--- src/rtl/hazard_if.sv ---
// ---------------------------------------------------------------------------
// hazard_if
//   Bundles the signals between the pipeline and the hazard/stall controller.
//   The pipeline side (master) reports flush/trap requests, the load in EX,
//   the ID source operands, multi-cycle op starts and memory handshake state.
//   The controller side (slave) returns PC hold, per-stage pause/bubble
//   vectors and the two busy flags.
//
//   Pipe vector bit map: ID=NSTAGE-1, EX=NSTAGE-2, MEM=NSTAGE-3,
//   POST=NSTAGE-4.
// ---------------------------------------------------------------------------
interface hazard_if #(
  parameter int NSTAGE = 4,
  parameter int REGW   = 5
);
  // Requests from the pipeline
  logic              ex_jump;
  logic              ex_flush;
  logic              id_flush;
  logic              mem_flush;
  logic              s_exception;
  logic              ex_load;
  logic [REGW-1:0]   ex_rd;
  logic [REGW-1:0]   rs1;
  logic [REGW-1:0]   rs2;
  logic              rs1_used;
  logic              rs2_used;
  logic              ex_mc_start;
  logic              mem_req;
  logic              mem_ready;

  // Controls back to the pipeline
  logic              pc_pause;
  logic [NSTAGE-1:0] pipe_pause;
  logic [NSTAGE-1:0] pipe_bubble;
  logic              mc_busy;
  logic              trap_busy;

  modport master (
    output ex_jump, ex_flush, id_flush, mem_flush, s_exception,
           ex_load, ex_rd, rs1, rs2, rs1_used, rs2_used,
           ex_mc_start, mem_req, mem_ready,
    input  pc_pause, pipe_pause, pipe_bubble, mc_busy, trap_busy
  );

  modport slave (
    input  ex_jump, ex_flush, id_flush, mem_flush, s_exception,
           ex_load, ex_rd, rs1, rs2, rs1_used, rs2_used,
           ex_mc_start, mem_req, mem_ready,
    output pc_pause, pipe_pause, pipe_bubble, mc_busy, trap_busy
  );
endinterface

--- src/rtl/hazard_ctrl.sv ---
// ---------------------------------------------------------------------------
// hazard_ctrl
//   Pipeline hazard and stall controller for the in-order core. Drives the
//   pause (hold) and bubble (insert NOP) controls of every pipeline stage
//   register plus the PC hold.
//
//   Ports:
//     clk    - rising-edge clock
//     rst_n  - asynchronous active-low reset, clears both counters
//     bus    - hazard_if.slave: requests in, pause/bubble/busy out
//
//   Parameters:
//     NSTAGE      - pipeline stage count (>=4), width of the pipe vectors
//     REGW        - register index width (must match the interface)
//     MC_LAT      - cycles a multi-cycle op occupies EX (>=2)
//     TRAP_CYCLES - extra redirect cycles held after a trap (0..15)
//
//   Outputs are combinational from the two counters and the inputs; exactly
//   one priority row (trap > mem stall > mc stall > EX flush/jump > load-use
//   > ID flush) drives them.
// ---------------------------------------------------------------------------
module hazard_ctrl #(
  parameter int NSTAGE      = 4,
  parameter int REGW        = 5,
  parameter int MC_LAT      = 4,
  parameter int TRAP_CYCLES = 1
) (
  input  logic     clk,
  input  logic     rst_n,
  hazard_if.slave  bus
);

  localparam int MCW  = $clog2(MC_LAT);
  localparam int S_ID   = NSTAGE - 1;
  localparam int S_EX   = NSTAGE - 2;
  localparam int S_MEM  = NSTAGE - 3;
  localparam int S_POST = NSTAGE - 4;

  localparam logic [REGW-1:0] REG_X0      = '0;
  localparam logic [MCW-1:0]  MC_ONE      = MCW'(1);
  localparam logic [MCW-1:0]  MC_LOAD     = MCW'(MC_LAT - 1);
  localparam logic [3:0]      TRAP_LOAD   = 4'(TRAP_CYCLES);

  logic [MCW-1:0] mc_cnt_q,   mc_cnt_d;
  logic [3:0]     trap_cnt_q, trap_cnt_d;

  logic load_hz;
  logic mem_stall;
  logic mc_stall;
  logic trap_req;
  logic trap;

  // -------------------------------------------------------------------------
  // Hazard conditions
  // -------------------------------------------------------------------------
  // A load to x0 never produces a value worth waiting for, and a source the
  // ID instruction does not read cannot create a dependency.
  assign load_hz = bus.ex_load && (bus.ex_rd != REG_X0) &&
                   ((bus.rs1_used && (bus.rs1 == bus.ex_rd)) ||
                    (bus.rs2_used && (bus.rs2 == bus.ex_rd)));

  assign mem_stall = bus.mem_req && !bus.mem_ready;

  // mc_cnt==1 is the release cycle: EX advances at its closing edge, so no
  // stall there even if ex_mc_start is still asserted.
  assign mc_stall = ((mc_cnt_q == '0) && bus.ex_mc_start) || (mc_cnt_q > MC_ONE);

  assign trap_req = bus.s_exception || bus.mem_flush;
  assign trap     = trap_req || (trap_cnt_q != '0);

  // -------------------------------------------------------------------------
  // Output priority mux
  // -------------------------------------------------------------------------
  // NOTE: every output gets a default before the priority chain so that no
  // path leaves a value unassigned and no latch is inferred.
  always_comb begin
    bus.pc_pause    = 1'b0;
    bus.pipe_pause  = '0;
    bus.pipe_bubble = '0;

    if (trap) begin
      bus.pc_pause           = 1'b1;
      bus.pipe_bubble[S_ID]  = 1'b1;
      bus.pipe_bubble[S_EX]  = 1'b1;
      bus.pipe_bubble[S_MEM] = 1'b1;
    end else if (mem_stall) begin
      bus.pc_pause            = 1'b1;
      bus.pipe_pause[S_ID]    = 1'b1;
      bus.pipe_pause[S_EX]    = 1'b1;
      bus.pipe_pause[S_MEM]   = 1'b1;
      bus.pipe_bubble[S_POST] = 1'b1;
    end else if (mc_stall) begin
      bus.pc_pause           = 1'b1;
      bus.pipe_pause[S_ID]   = 1'b1;
      bus.pipe_pause[S_EX]   = 1'b1;
      bus.pipe_bubble[S_MEM] = 1'b1;
    end else if (bus.ex_flush || bus.ex_jump) begin
      // A resolved jump already redirects the PC, so only an explicit
      // flush holds it.
      bus.pc_pause          = bus.ex_flush;
      bus.pipe_bubble[S_ID] = 1'b1;
      bus.pipe_bubble[S_EX] = 1'b1;
    end else if (load_hz) begin
      bus.pc_pause          = 1'b1;
      bus.pipe_pause[S_ID]  = 1'b1;
      bus.pipe_bubble[S_EX] = 1'b1;
    end else if (bus.id_flush) begin
      bus.pc_pause          = 1'b1;
      bus.pipe_bubble[S_ID] = 1'b1;
    end
  end

  assign bus.mc_busy   = (mc_cnt_q != '0);
  assign bus.trap_busy = (trap_cnt_q != '0);

  // -------------------------------------------------------------------------
  // Counter next-state
  // -------------------------------------------------------------------------
  always_comb begin
    mc_cnt_d = mc_cnt_q;
    if (trap) begin
      mc_cnt_d = '0;                       // trap aborts the op in EX
    end else if (mem_stall) begin
      mc_cnt_d = mc_cnt_q;                 // frozen while MEM is stalled
    end else if ((mc_cnt_q == '0) && bus.ex_mc_start) begin
      mc_cnt_d = MC_LOAD;
    end else if (mc_cnt_q != '0) begin
      mc_cnt_d = mc_cnt_q - MC_ONE;
    end
  end

  always_comb begin
    trap_cnt_d = trap_cnt_q;
    if (trap_req) begin
      trap_cnt_d = TRAP_LOAD;              // a new trap mid-drain restarts it
    end else if (trap_cnt_q != '0) begin
      trap_cnt_d = trap_cnt_q - 4'd1;
    end
  end

  // NOTE: state registers use non-blocking assignments so every flop samples
  // the pre-edge values regardless of block evaluation order.
  always_ff @(posedge clk or negedge rst_n) begin
    if (!rst_n) begin
      mc_cnt_q   <= '0;
      trap_cnt_q <= '0;
    end else begin
      mc_cnt_q   <= mc_cnt_d;
      trap_cnt_q <= trap_cnt_d;
    end
  end

endmodule

--- src/flat_wrapper.sv ---
// flat-port wrapper written by rule: the top's interface ports become plain ports
module hazard_ctrl_flat 
#(
  parameter int NSTAGE      = 4,
  parameter int REGW        = 5,
  parameter int MC_LAT      = 4,
  parameter int TRAP_CYCLES = 1
)
  (clk, rst_n, bus_ex_jump, bus_ex_flush, bus_id_flush, bus_mem_flush, bus_s_exception, bus_ex_load, bus_ex_rd, bus_rs1, bus_rs2, bus_rs1_used, bus_rs2_used, bus_ex_mc_start, bus_mem_req, bus_mem_ready, bus_pc_pause, bus_pipe_pause, bus_pipe_bubble, bus_mc_busy, bus_trap_busy);
  hazard_if #(.NSTAGE(NSTAGE), .REGW(REGW)) bus_i ();
  input  logic clk;
  input  logic rst_n;
  input wire logic [$bits(bus_i.ex_jump)-1:0] bus_ex_jump;
  input wire logic [$bits(bus_i.ex_flush)-1:0] bus_ex_flush;
  input wire logic [$bits(bus_i.id_flush)-1:0] bus_id_flush;
  input wire logic [$bits(bus_i.mem_flush)-1:0] bus_mem_flush;
  input wire logic [$bits(bus_i.s_exception)-1:0] bus_s_exception;
  input wire logic [$bits(bus_i.ex_load)-1:0] bus_ex_load;
  input wire logic [$bits(bus_i.ex_rd)-1:0] bus_ex_rd;
  input wire logic [$bits(bus_i.rs1)-1:0] bus_rs1;
  input wire logic [$bits(bus_i.rs2)-1:0] bus_rs2;
  input wire logic [$bits(bus_i.rs1_used)-1:0] bus_rs1_used;
  input wire logic [$bits(bus_i.rs2_used)-1:0] bus_rs2_used;
  input wire logic [$bits(bus_i.ex_mc_start)-1:0] bus_ex_mc_start;
  input wire logic [$bits(bus_i.mem_req)-1:0] bus_mem_req;
  input wire logic [$bits(bus_i.mem_ready)-1:0] bus_mem_ready;
  output wire logic [$bits(bus_i.pc_pause)-1:0] bus_pc_pause;
  output wire logic [$bits(bus_i.pipe_pause)-1:0] bus_pipe_pause;
  output wire logic [$bits(bus_i.pipe_bubble)-1:0] bus_pipe_bubble;
  output wire logic [$bits(bus_i.mc_busy)-1:0] bus_mc_busy;
  output wire logic [$bits(bus_i.trap_busy)-1:0] bus_trap_busy;
  assign bus_i.ex_jump = bus_ex_jump;
  assign bus_i.ex_flush = bus_ex_flush;
  assign bus_i.id_flush = bus_id_flush;
  assign bus_i.mem_flush = bus_mem_flush;
  assign bus_i.s_exception = bus_s_exception;
  assign bus_i.ex_load = bus_ex_load;
  assign bus_i.ex_rd = bus_ex_rd;
  assign bus_i.rs1 = bus_rs1;
  assign bus_i.rs2 = bus_rs2;
  assign bus_i.rs1_used = bus_rs1_used;
  assign bus_i.rs2_used = bus_rs2_used;
  assign bus_i.ex_mc_start = bus_ex_mc_start;
  assign bus_i.mem_req = bus_mem_req;
  assign bus_i.mem_ready = bus_mem_ready;
  assign bus_pc_pause = bus_i.pc_pause;
  assign bus_pipe_pause = bus_i.pipe_pause;
  assign bus_pipe_bubble = bus_i.pipe_bubble;
  assign bus_mc_busy = bus_i.mc_busy;
  assign bus_trap_busy = bus_i.trap_busy;
  hazard_ctrl #(.NSTAGE(NSTAGE), .REGW(REGW), .MC_LAT(MC_LAT), .TRAP_CYCLES(TRAP_CYCLES)) u_core (.clk(clk), .rst_n(rst_n), .bus(bus_i));
endmodule
--- config.mk ---
export PLATFORM = sky130hd
export DESIGN_NAME = hazard_ctrl_flat
export DESIGN_NICKNAME = d
export VERILOG_FILES = /design/src/rtl/hazard_if.sv /design/src/rtl/hazard_ctrl.sv /design/src/flat_wrapper.sv
export SDC_FILE = /design/constraint.sdc
export NUM_CORES = 1
export LEC_CHECK = 0
export ABC_CLOCK_PERIOD_IN_PS = 6200
export CAP_MARGIN = 20
export CORE_MARGIN = 2
export CORE_UTILIZATION = 39
export CTS_BUF_LIST = sky130_fd_sc_hd__clkbuf_8
export DETAILED_ROUTE_END_ITERATION = 10
export GPL_TIMING_DRIVEN = 0
export PLACE_DENSITY = 0.86
export SLEW_MARGIN = 40
export SYNTH_ARGS = -nofsm -noshare
export SYNTH_HDL_FRONTEND = slang
export SYNTH_SLANG_ARGS = --single-unit
--- constraint.sdc ---
create_clock -name clk -period 6.2 [get_ports clk]
set_input_delay 1.24 -clock clk [delete_from_list [all_inputs] [get_ports clk]]
set_output_delay 1.24 -clock clk [all_outputs]
set_load 0.02 [all_outputs]
==> summary.md, run 1 <==
| Metric | Value |
|---|---|
| Synthesized area divided by synthesized cell count | 8.22 µm² |
| Share of the synthesized area in the top cell type | 25.4% |
| First-pass iteration count of the detailed router | 3 |
| Final setup violation count | 0 |
| Clock latency of the later-clocked register in the worst-skew pair | 0.22 ns |
| Vias per cell | 5.18 |
| Half-perimeter wire length after placement | 1.33 mm |
| RD Place Congestion | 0.812 |
| Fraction of layout instances using a drive strength above 1 | 8.04% |
| RSZ-0062 raised after global routing | false |
| Average wire per cell in the routed design | 12.6 µm |
| Fin util | 69.6% |
| Clock period minus final worst setup slack | 4.55 ns |
| Critical Path Sink Type | primary output |
| Post-detailed-placement cell area | 982 µm² |
| Dominant cell by count in the synthesized netlist | sky130_fd_sc_hd__xnor2_1 |
| Fin Setup TNS | 0 ns |
| Clock edge transition at the registers on the reported setup and hold paths | 0.03 ns |
| Count of yosys warnings during synthesis | 0 |
| Clock tree from TritonCTS | yes |
| Min Hold Slack | 0.516 ns |
| DRC violation count after routing | 0 |
| Filler-free cell count of the finished design | 128 |
| Power density over the cells | 145 nW/µm² |
| Maximum buffer depth of the clock tree | 2 |
| Dominant delay contributor by cell family on the critical path | buffers and inverters |
| Largest stage delay on the critical path | 0.59 ns |
| Overall fraction of global-route tracks in use | 18.4% |
| Startpoint types | input port |
| Pins over their slew limit | 0 |
| Total non-filler cell area in the finished layout | 1020 µm² |
| Worst setup slack for register-to-register paths | 4.38 ns |
| Cell with the most instances on the worst path | sky130_fd_sc_hd__clkdlybuf4s50_1 |
| Cell total after placement | 125 |
| Mapped Nets | 103 |
| Filler instances | 126 |
| Number of synthesized register bits | 6 |
| Clock skew after layout | 0.00179 ns |
| WP buf/inv | 2 |
| Cell count after synthesis | 72 |
| Data arrival, critical path | 3.31 ns |
| Overall via count from detail_route | 663 |
| Quantity of I/O buffers inserted on ports | 37 |
| Critical-path cell list | clkdlybuf4s50_1 > or4_1 > o21a_1 > nand3_2 > and3_1 > clkdlybuf4s50_1 |
| Number of clock sinks | 6 |
| Master of the slowest instance on the critical path | sky130_fd_sc_hd__clkdlybuf4s50_1 |
| Die outline area | 1850 µm² |
| Number of placement rows | 14 |
| Effective utilization at floorplan | 40.2% |
| Post-route setup slack | 1.65 ns |
| Iter 0 DRT Violations | 9 |
| Leak Pwr | 0.405 nW |
| Hold Path Origin | u_core.mc_cnt_q[0]$_DFFE_PN0P_ |
| Wire length of the first global-routing pass | 2.54 mm |
| Pin count of the biggest net entering global routing | 7 |
| Master cell of the clock root buffer | sky130_fd_sc_hd__clkbuf_8 |
| RR Startpoint | u_core.trap_cnt_q[0]$_DFFE_PN0P_ |
| Overflow left after global routing | 0 |
| Post-synth top cells | sky130_fd_sc_hd__xnor2_1 (11), sky130_fd_sc_hd__dfrtp_1 (6), sky130_fd_sc_hd__inv_1 (6), sky130_fd_sc_hd__nand2_1 (6), sky130_fd_sc_hd__nor3_1 (4) |
| Ranking of synthesized cells by area | sky130_fd_sc_hd__dfrtp_1 (25%), sky130_fd_sc_hd__xnor2_1 (16%), sky130_fd_sc_hd__ha_1 (6.3%) |
| Setup fix buffers added after clock tree synthesis | 0 |
| Crit path from | bus_ex_rd[0] |
| Number of buffers added to fix hold violations after cts | 0 |
| Top FF cell, synth | sky130_fd_sc_hd__dfrtp_1 |
| Crit Path Class | in2out |
| Cell type contributing the most total cell area after synthesis | sky130_fd_sc_hd__dfrtp_1 |
| Via count of the first global-routing pass | 632 |
| Number of gates given a new drive strength after cts | 0 |
| Worst IR drop on VDD | 0.000145 V |
| Path class of the lowest-slack min-delay path | reg2reg |
| Top-level port count | 39 |
| Final cycle utilization of the critical path | 73.4% |
| Number of synthesized flops with an enable pin | 0 |
| Number of antenna diodes | 0 |
| Area growth, synth to finish | 72.9% |
| Largest driver fanout on the critical path | 3 |
| Max-cap viol count | 0 |
| Setup Slack @ Placement | 1.63 ns |
| Number of nets in the finished design | 145 |
| Sequential area share after synthesis | 25.4% |
| Antenna violations before repair | 0 |
| Number of antenna-violating nets in the routed design | 0 |
| H-tree depth | 1 |
| Worst path required time | 4.96 ns |
| Core Footprint | 1470 µm² |
| Total chip power | 148 µW |
| Final hold violation count | 0 |
| Fmax | 0.220 GHz |
| Synth cell types | 29 |
| Synthesized cell area | 592 µm² |
| Result of the run | finished clean |
| Die X | 43.0 µm |
| Fraction of registers with async set or reset after synthesis | 100% |
| Chip height | 43.0 µm |
| Final WL | 1.61 mm |
| Number of buffers added by the clock tree synthesis step | 3 |
## path summary, 6_finish.rpt
path | end | cells past startpoint
max | bus_pipe_bubble[3] | 6
min | u_core.mc_cnt_q[0]$_DFFE_PN0P_ | 1
max reg2reg | u_core.mc_cnt_q[1]$_DFFE_PN0P_ | 6
min reg2reg | u_core.mc_cnt_q[0]$_DFFE_PN0P_ | 1
max in group asynchronous | u_core.trap_cnt_q[2]$_DFFE_PN0P_ | 1
min in group asynchronous | u_core.mc_cnt_q[0]$_DFFE_PN0P_ | 1
## area by class of cell
type	instances	area [µm²]	share of cell area [%]
plain buffers	3	20.0	1.96
clock buffers	3	41.3	4.03
inverters	6	22.5	2.20
multi-input cells	57	399	39.0
flip-flops and latches	6	150	14.7
well taps	16	20.0	1.96
repair buffers	37	370	36.2
## state kept, by name (all words and copies together) (netlist names)
name               cells
u_core.trap_cnt_q      4
u_core.mc_cnt_q        2
## power breakdown
group | leakage [nW] | total [mW] | switching (mW) | internal [mW]
sequential | 0.0791 | 0.0416 | 0.000863 | 0.0408
clock | 0.0216 | 0.0582 | 0.0165 | 0.0417
combinational | 0.304 | 0.0486 | 0.0198 | 0.0288
total | 0.405 | 0.148 | 0.0371 | 0.111
## routing by layer
layer / share of wire, % / GRT usage, % / up-vias
met5: 0 / 0 / -
met4: 1.9 / 10.9 / 0
met3: 9.2 / 4.26 / 3
met2: 43 / 29.4 / 36
met1: 46 / 22.4 / 298
li1: - / - / 326
## kinds of logic (layout without fill, tap and decap cells)
kind of cell	count (synthesis)	in the layout	share of synthesized area (%)
AO/OA/AOI/OAI	14	14	15.2
XOR/XNOR	11	11	16.3
adder cells (fa/ha/maj)	3	3	6.34
buffers and inverters	9	49	7.19
flip-flops	6	6	25.4
other	1	1	0.634
AND/OR/NAND/NOR	28	28	29.0
## layout by cell type (no fill, tap or decap), drive strengths merged, types with 2 or more instances in the layout
master,n
a21oi,3
clkbuf,3
dfrtp,6
nand2b,3
o21ai,3
nor2,3
xnor2,11
o21a,2
clkdlybuf4s50,37
ha,3
nor3,5
nand2,6
nand4,2
inv,6
a211oi,2
or3,3
buf,3
No activity file was read; power rests on OpenSTA's default activity.
==> inputs of run 2 (changes only) <==
--- a/config.mk
+++ b/config.mk
@@ -5,14 +5,14 @@
 export SDC_FILE = /design/constraint.sdc
 export NUM_CORES = 1
 export LEC_CHECK = 0
-export ABC_CLOCK_PERIOD_IN_PS = 6200
+export ABC_CLOCK_PERIOD_IN_PS = 4800
 export CAP_MARGIN = 20
 export CORE_MARGIN = 2
-export CORE_UTILIZATION = 39
+export CORE_UTILIZATION = 36
 export CTS_BUF_LIST = sky130_fd_sc_hd__clkbuf_8
 export DETAILED_ROUTE_END_ITERATION = 10
 export GPL_TIMING_DRIVEN = 0
-export PLACE_DENSITY = 0.86
+export PLACE_DENSITY = 0.8
 export SLEW_MARGIN = 40
 export SYNTH_ARGS = -nofsm -noshare
 export SYNTH_HDL_FRONTEND = slang
==> constraint.sdc (replaced) <==
create_clock -name clk -period 4.8 [get_ports clk]
set_input_delay 0.96 -clock clk [delete_from_list [all_inputs] [get_ports clk]]
set_output_delay 0.96 -clock clk [all_outputs]
set_load 0.02 [all_outputs]
==> run 2 against run 1 <==
  * Sequential power increased by 29%
  * Die area increased by 7.5%
  * Hold slack improved by 0.041 ns
  * Wire length decreased by 0.68%
  * Via count decreased by 4.7%
  * Clock power increased by 30%
  * Critical endpoint unchanged
  * Clock skew increased by 0.0047 ns
==> summary.md, run 2 (same netlist as run 1, synthesis figures left out) <==
| Metric | Value |
|---|---|
| Post-route setup slack | 0.802 ns (was 1.65 ns) |
| Final setup violation count | 0 (unchanged) |
| Top layer reached by signal wires | met3 (was met4) |
| Fin util | 67.2% (was 69.6%) |
| Final WL | 1.60 mm (was 1.61 mm) |
| Startpoint types | input port (unchanged) |
| Power share of the combinational group | 32.2% (was 32.7%) |
| Number of clock sinks | 6 (unchanged) |
| Fraction of layout instances using a drive strength above 1 | 8.04% (unchanged) |
| Overflow left after global routing | 0 (unchanged) |
| Setup fix buffers added after clock tree synthesis | 0 (unchanged) |
| H-tree depth | 1 (unchanged) |
| Top-level port count | 39 (unchanged) |
| Crit Path Class | in2out (unchanged) |
| Power density over the cells | 186 nW/µm² (was 145 nW/µm²) |
| Overall fraction of global-route tracks in use | 17.6% (was 18.4%) |
| Met2 Wirelength | 825 µm (was 691 µm) |
| Master of the slowest instance on the critical path | sky130_fd_sc_hd__clkdlybuf4s50_1 (unchanged) |
| Maximum buffer depth of the clock tree | 2 (unchanged) |
| Master cell of the clock root buffer | sky130_fd_sc_hd__clkbuf_8 (unchanged) |
| WP buf/inv | 2 (unchanged) |
| Filler instances | 133 (was 126) |
| Chip height | 44.5 µm (was 43.0 µm) |
| Vias per cell | 4.94 (was 5.18) |
| Pin count of the biggest net entering global routing | 7 (unchanged) |
| Iter 0 DRT Violations | 6 (was 9) |
| Leading cell type in the layout, fill and taps excluded | sky130_fd_sc_hd__clkdlybuf4s50_1 (unchanged) |
| Critical Path Sink Type | primary output (unchanged) |
| Path class of the lowest-slack min-delay path | reg2reg (unchanged) |
| Antenna violations before repair | 0 (unchanged) |
| Cell total after placement | 125 (unchanged) |
| DRC violation count after routing | 0 (unchanged) |
| Clock network fraction of total power | 39.6% (was 39.2%) |
| Average wire per cell in the routed design | 12.5 µm (was 12.6 µm) |
| Number of buffers added by the clock tree synthesis step | 3 (unchanged) |
| Largest stage delay on the critical path | 0.60 ns (was 0.59 ns) |
| Effective utilization at floorplan | 38.8% (was 40.2%) |
| Die outline area | 1980 µm² (was 1850 µm²) |
| Half-perimeter wire length after placement | 1.33 mm (about the same) |
| Number of gates given a new drive strength after cts | 0 (unchanged) |
| Wire length of the first global-routing pass | 2.59 mm (was 2.54 mm) |
| Via count of the first global-routing pass | 641 (was 632) |
| Core Footprint | 1520 µm² (was 1470 µm²) |
| Quantity of I/O buffers inserted on ports | 37 (unchanged) |
| First-pass iteration count of the detailed router | 2 (was 3) |
| Dominant delay contributor by cell family on the critical path | buffers and inverters (unchanged) |
| P_sw | 47.2 µW (was 37.1 µW) |
| Worst path required time | 3.84 ns (was 4.96 ns) |
| Critical-path cell list | clkdlybuf4s50_1 > or4_1 > o21a_1 > nand3_2 > and3_1 > clkdlybuf4s50_1 (unchanged) |
| Number of nets in the finished design | 145 (unchanged) |
| Pint | 144 µW (was 111 µW) |
| Met3 routed WL | 155 µm (was 148 µm) |
| Filler-free cell count of the finished design | 128 (unchanged) |
| Setup Slack @ Placement | 0.808 ns (was 1.63 ns) |
| Worst IR drop on VDD | 0.000269 V (was 0.000145 V) |
| Largest registers | u_core.trap_cnt_q x4, u_core.mc_cnt_q x2 (unchanged) |
| Number of antenna diodes | 0 (unchanged) |
| Number of flip-flops in the largest register | 4 (unchanged) |
| Clock tree from TritonCTS | yes (unchanged) |
| Pins over their slew limit | 0 (unchanged) |
| Detailed-routing wirelength on met1 | 620 µm (was 741 µm) |
| Number of antenna-violating nets in the routed design | 0 (unchanged) |
| RD Place Congestion | 0.785 (was 0.812) |
| Largest reg by FF count | u_core.trap_cnt_q (unchanged) |
| Overall via count from detail_route | 632 (was 663) |
| Fmax | 0.250 GHz |
| Die X | 44.5 µm (was 43.0 µm) |
| Largest driver fanout on the critical path | 3 (unchanged) |
| Max-cap viol count | 0 (unchanged) |
| Result of the run | finished clean (unchanged) |
| Fin Setup TNS | 0 ns (unchanged) |
| Clock skew after layout | 0.00646 ns (was 0.00179 ns) |
| Clock edge transition at the registers on the reported setup and hold paths | 0.04 ns (was 0.03 ns) |
| Flop pwr share | 28.2% (was 28.1%) |
| Cell with the most instances on the worst path | sky130_fd_sc_hd__clkdlybuf4s50_1 (unchanged) |
| Final hold violation count | 0 (unchanged) |
| Net switching fraction of the power | 24.7% (was 25.0%) |
| Final cycle utilization of the critical path | 83.3% |
| RSZ-0062 raised after global routing | false (unchanged) |
| Clock latency of the later-clocked register in the worst-skew pair | 0.22 ns (about the same) |
| Clock period minus final worst setup slack | 4.00 ns |
| Number of placement rows | 14 (unchanged) |
| Number of buffers added to fix hold violations after cts | 0 (unchanged) |
| Data arrival, critical path | 3.04 ns (was 3.31 ns) |
| Leading cell types in the layout, fill and taps excluded | sky130_fd_sc_hd__clkdlybuf4s50_1 (37), sky130_fd_sc_hd__xnor2_1 (11), sky130_fd_sc_hd__inv_1 (6), sky130_fd_sc_hd__nand2_1 (6), sky130_fd_sc_hd__dfrtp_1 (6) (unchanged) |
| Area growth, synth to finish | 72.9% (unchanged) |
| Leak Pwr | 0.405 nW (unchanged) |
[run 2: power by group through the flow]
stage / Combinational [mW] / Sequential (mW) / Clock, mW
global placement: 0.0605 / 0.0543 / 0
detailed placement: 0.0616 / 0.0544 / 0
finish: 0.0615 / 0.0538 / 0.0755
floorplan: 0.0271 / 0.0541 / 0
global route: 0.0681 / 0.0540 / 0.0793
CTS: 0.0621 / 0.0538 / 0.0777
[run 2: cell type report]
class | instances | area, µm² | area share (%)
Multi-Input combinational cell | 57 | 399 | 39.0
Timing Repair Buffer | 37 | 370 | 36.2
Sequential cell | 6 | 150 | 14.7
Clock buffer | 3 | 41.3 | 4.03
Inverter | 6 | 22.5 | 2.20
Buffer | 3 | 20.0 | 1.96
Tap cell | 16 | 20.0 | 1.96
[run 2: final timing paths]
path	startpoint	end	slack [ns]	depth (start not counted)
setup / recovery	bus_ex_rd[0]	bus_pipe_bubble[3]	0.80	6
hold / removal	u_core.mc_cnt_q[0]$_DFFE_PN0P_	u_core.mc_cnt_q[0]$_DFFE_PN0P_	0.56	1
setup reg to reg	u_core.trap_cnt_q[0]$_DFFE_PN0P_	u_core.mc_cnt_q[1]$_DFFE_PN0P_	2.98	6
hold reg to reg	u_core.mc_cnt_q[0]$_DFFE_PN0P_	u_core.mc_cnt_q[0]$_DFFE_PN0P_	0.56	1
max in group asynchronous	rst_n	u_core.trap_cnt_q[1]$_DFFE_PN0P_	3.60	1
min in group asynchronous	rst_n	u_core.mc_cnt_q[0]$_DFFE_PN0P_	0.98	1
[run 2: worst reg2reg max path: stages (launching register included)]
cell	delay, ns
sky130_fd_sc_hd__dfrtp_1	0.36
sky130_fd_sc_hd__inv_1	0.09
sky130_fd_sc_hd__ha_1	0.21
sky130_fd_sc_hd__or3b_1	0.35
sky130_fd_sc_hd__buf_2	0.16
sky130_fd_sc_hd__or3_4	0.37
sky130_fd_sc_hd__a211oi_1	0.18
[run 2: routing by layer]
| layer | global-route usage, % | up-vias |
|---|---|---|
| met2 | 32.2 | 25 |
| met5 | 0 | - |
| li1 | - | 328 |
| met4 | 5.45 | 0 |
| met3 | 4.90 | 0 |
| met1 | 19.3 | 279 |
[run 2: metrics by stage]
stage | power (mW) | hold slack, ns | area (µm²)
after floorplan | 0.0812 | 0.478 | 592
after global placement | 0.115 | 0.509 | 982
after CTS | 0.194 | 0.561 | 1020
after global routing | 0.201 | 0.573 | 1020
final | 0.191 | 0.557 | 1020
after detailed placement | 0.116 | 0.557 | 982
==> inputs of run 3 (changes only) <==
--- a/config.mk
+++ b/config.mk
@@ -5,7 +5,7 @@
 export SDC_FILE = /design/constraint.sdc
 export NUM_CORES = 1
 export LEC_CHECK = 0
-export ABC_CLOCK_PERIOD_IN_PS = 4800
+export ABC_CLOCK_PERIOD_IN_PS = 3750
 export CAP_MARGIN = 20
 export CORE_MARGIN = 2
 export CORE_UTILIZATION = 36
==> constraint.sdc (replaced) <==
create_clock -name clk -period 3.75 [get_ports clk]
set_input_delay 0.75 -clock clk [delete_from_list [all_inputs] [get_ports clk]]
set_output_delay 0.75 -clock clk [all_outputs]
set_load 0.02 [all_outputs]
==> results of run 3 <==
Same layout as run 2 (identical final DEF). Status: finished clean.
Among the figures that moved: setup slack after placement 0.808 ns -> 0.178 ns; setup slack after layout 0.802 ns -> 0.172 ns; register-to-register setup slack 2.98 ns -> 1.93 ns; total power 0.191 mW -> 0.244 mW; worst IR drop on VDD 0.000269 V -> 0.000344 V
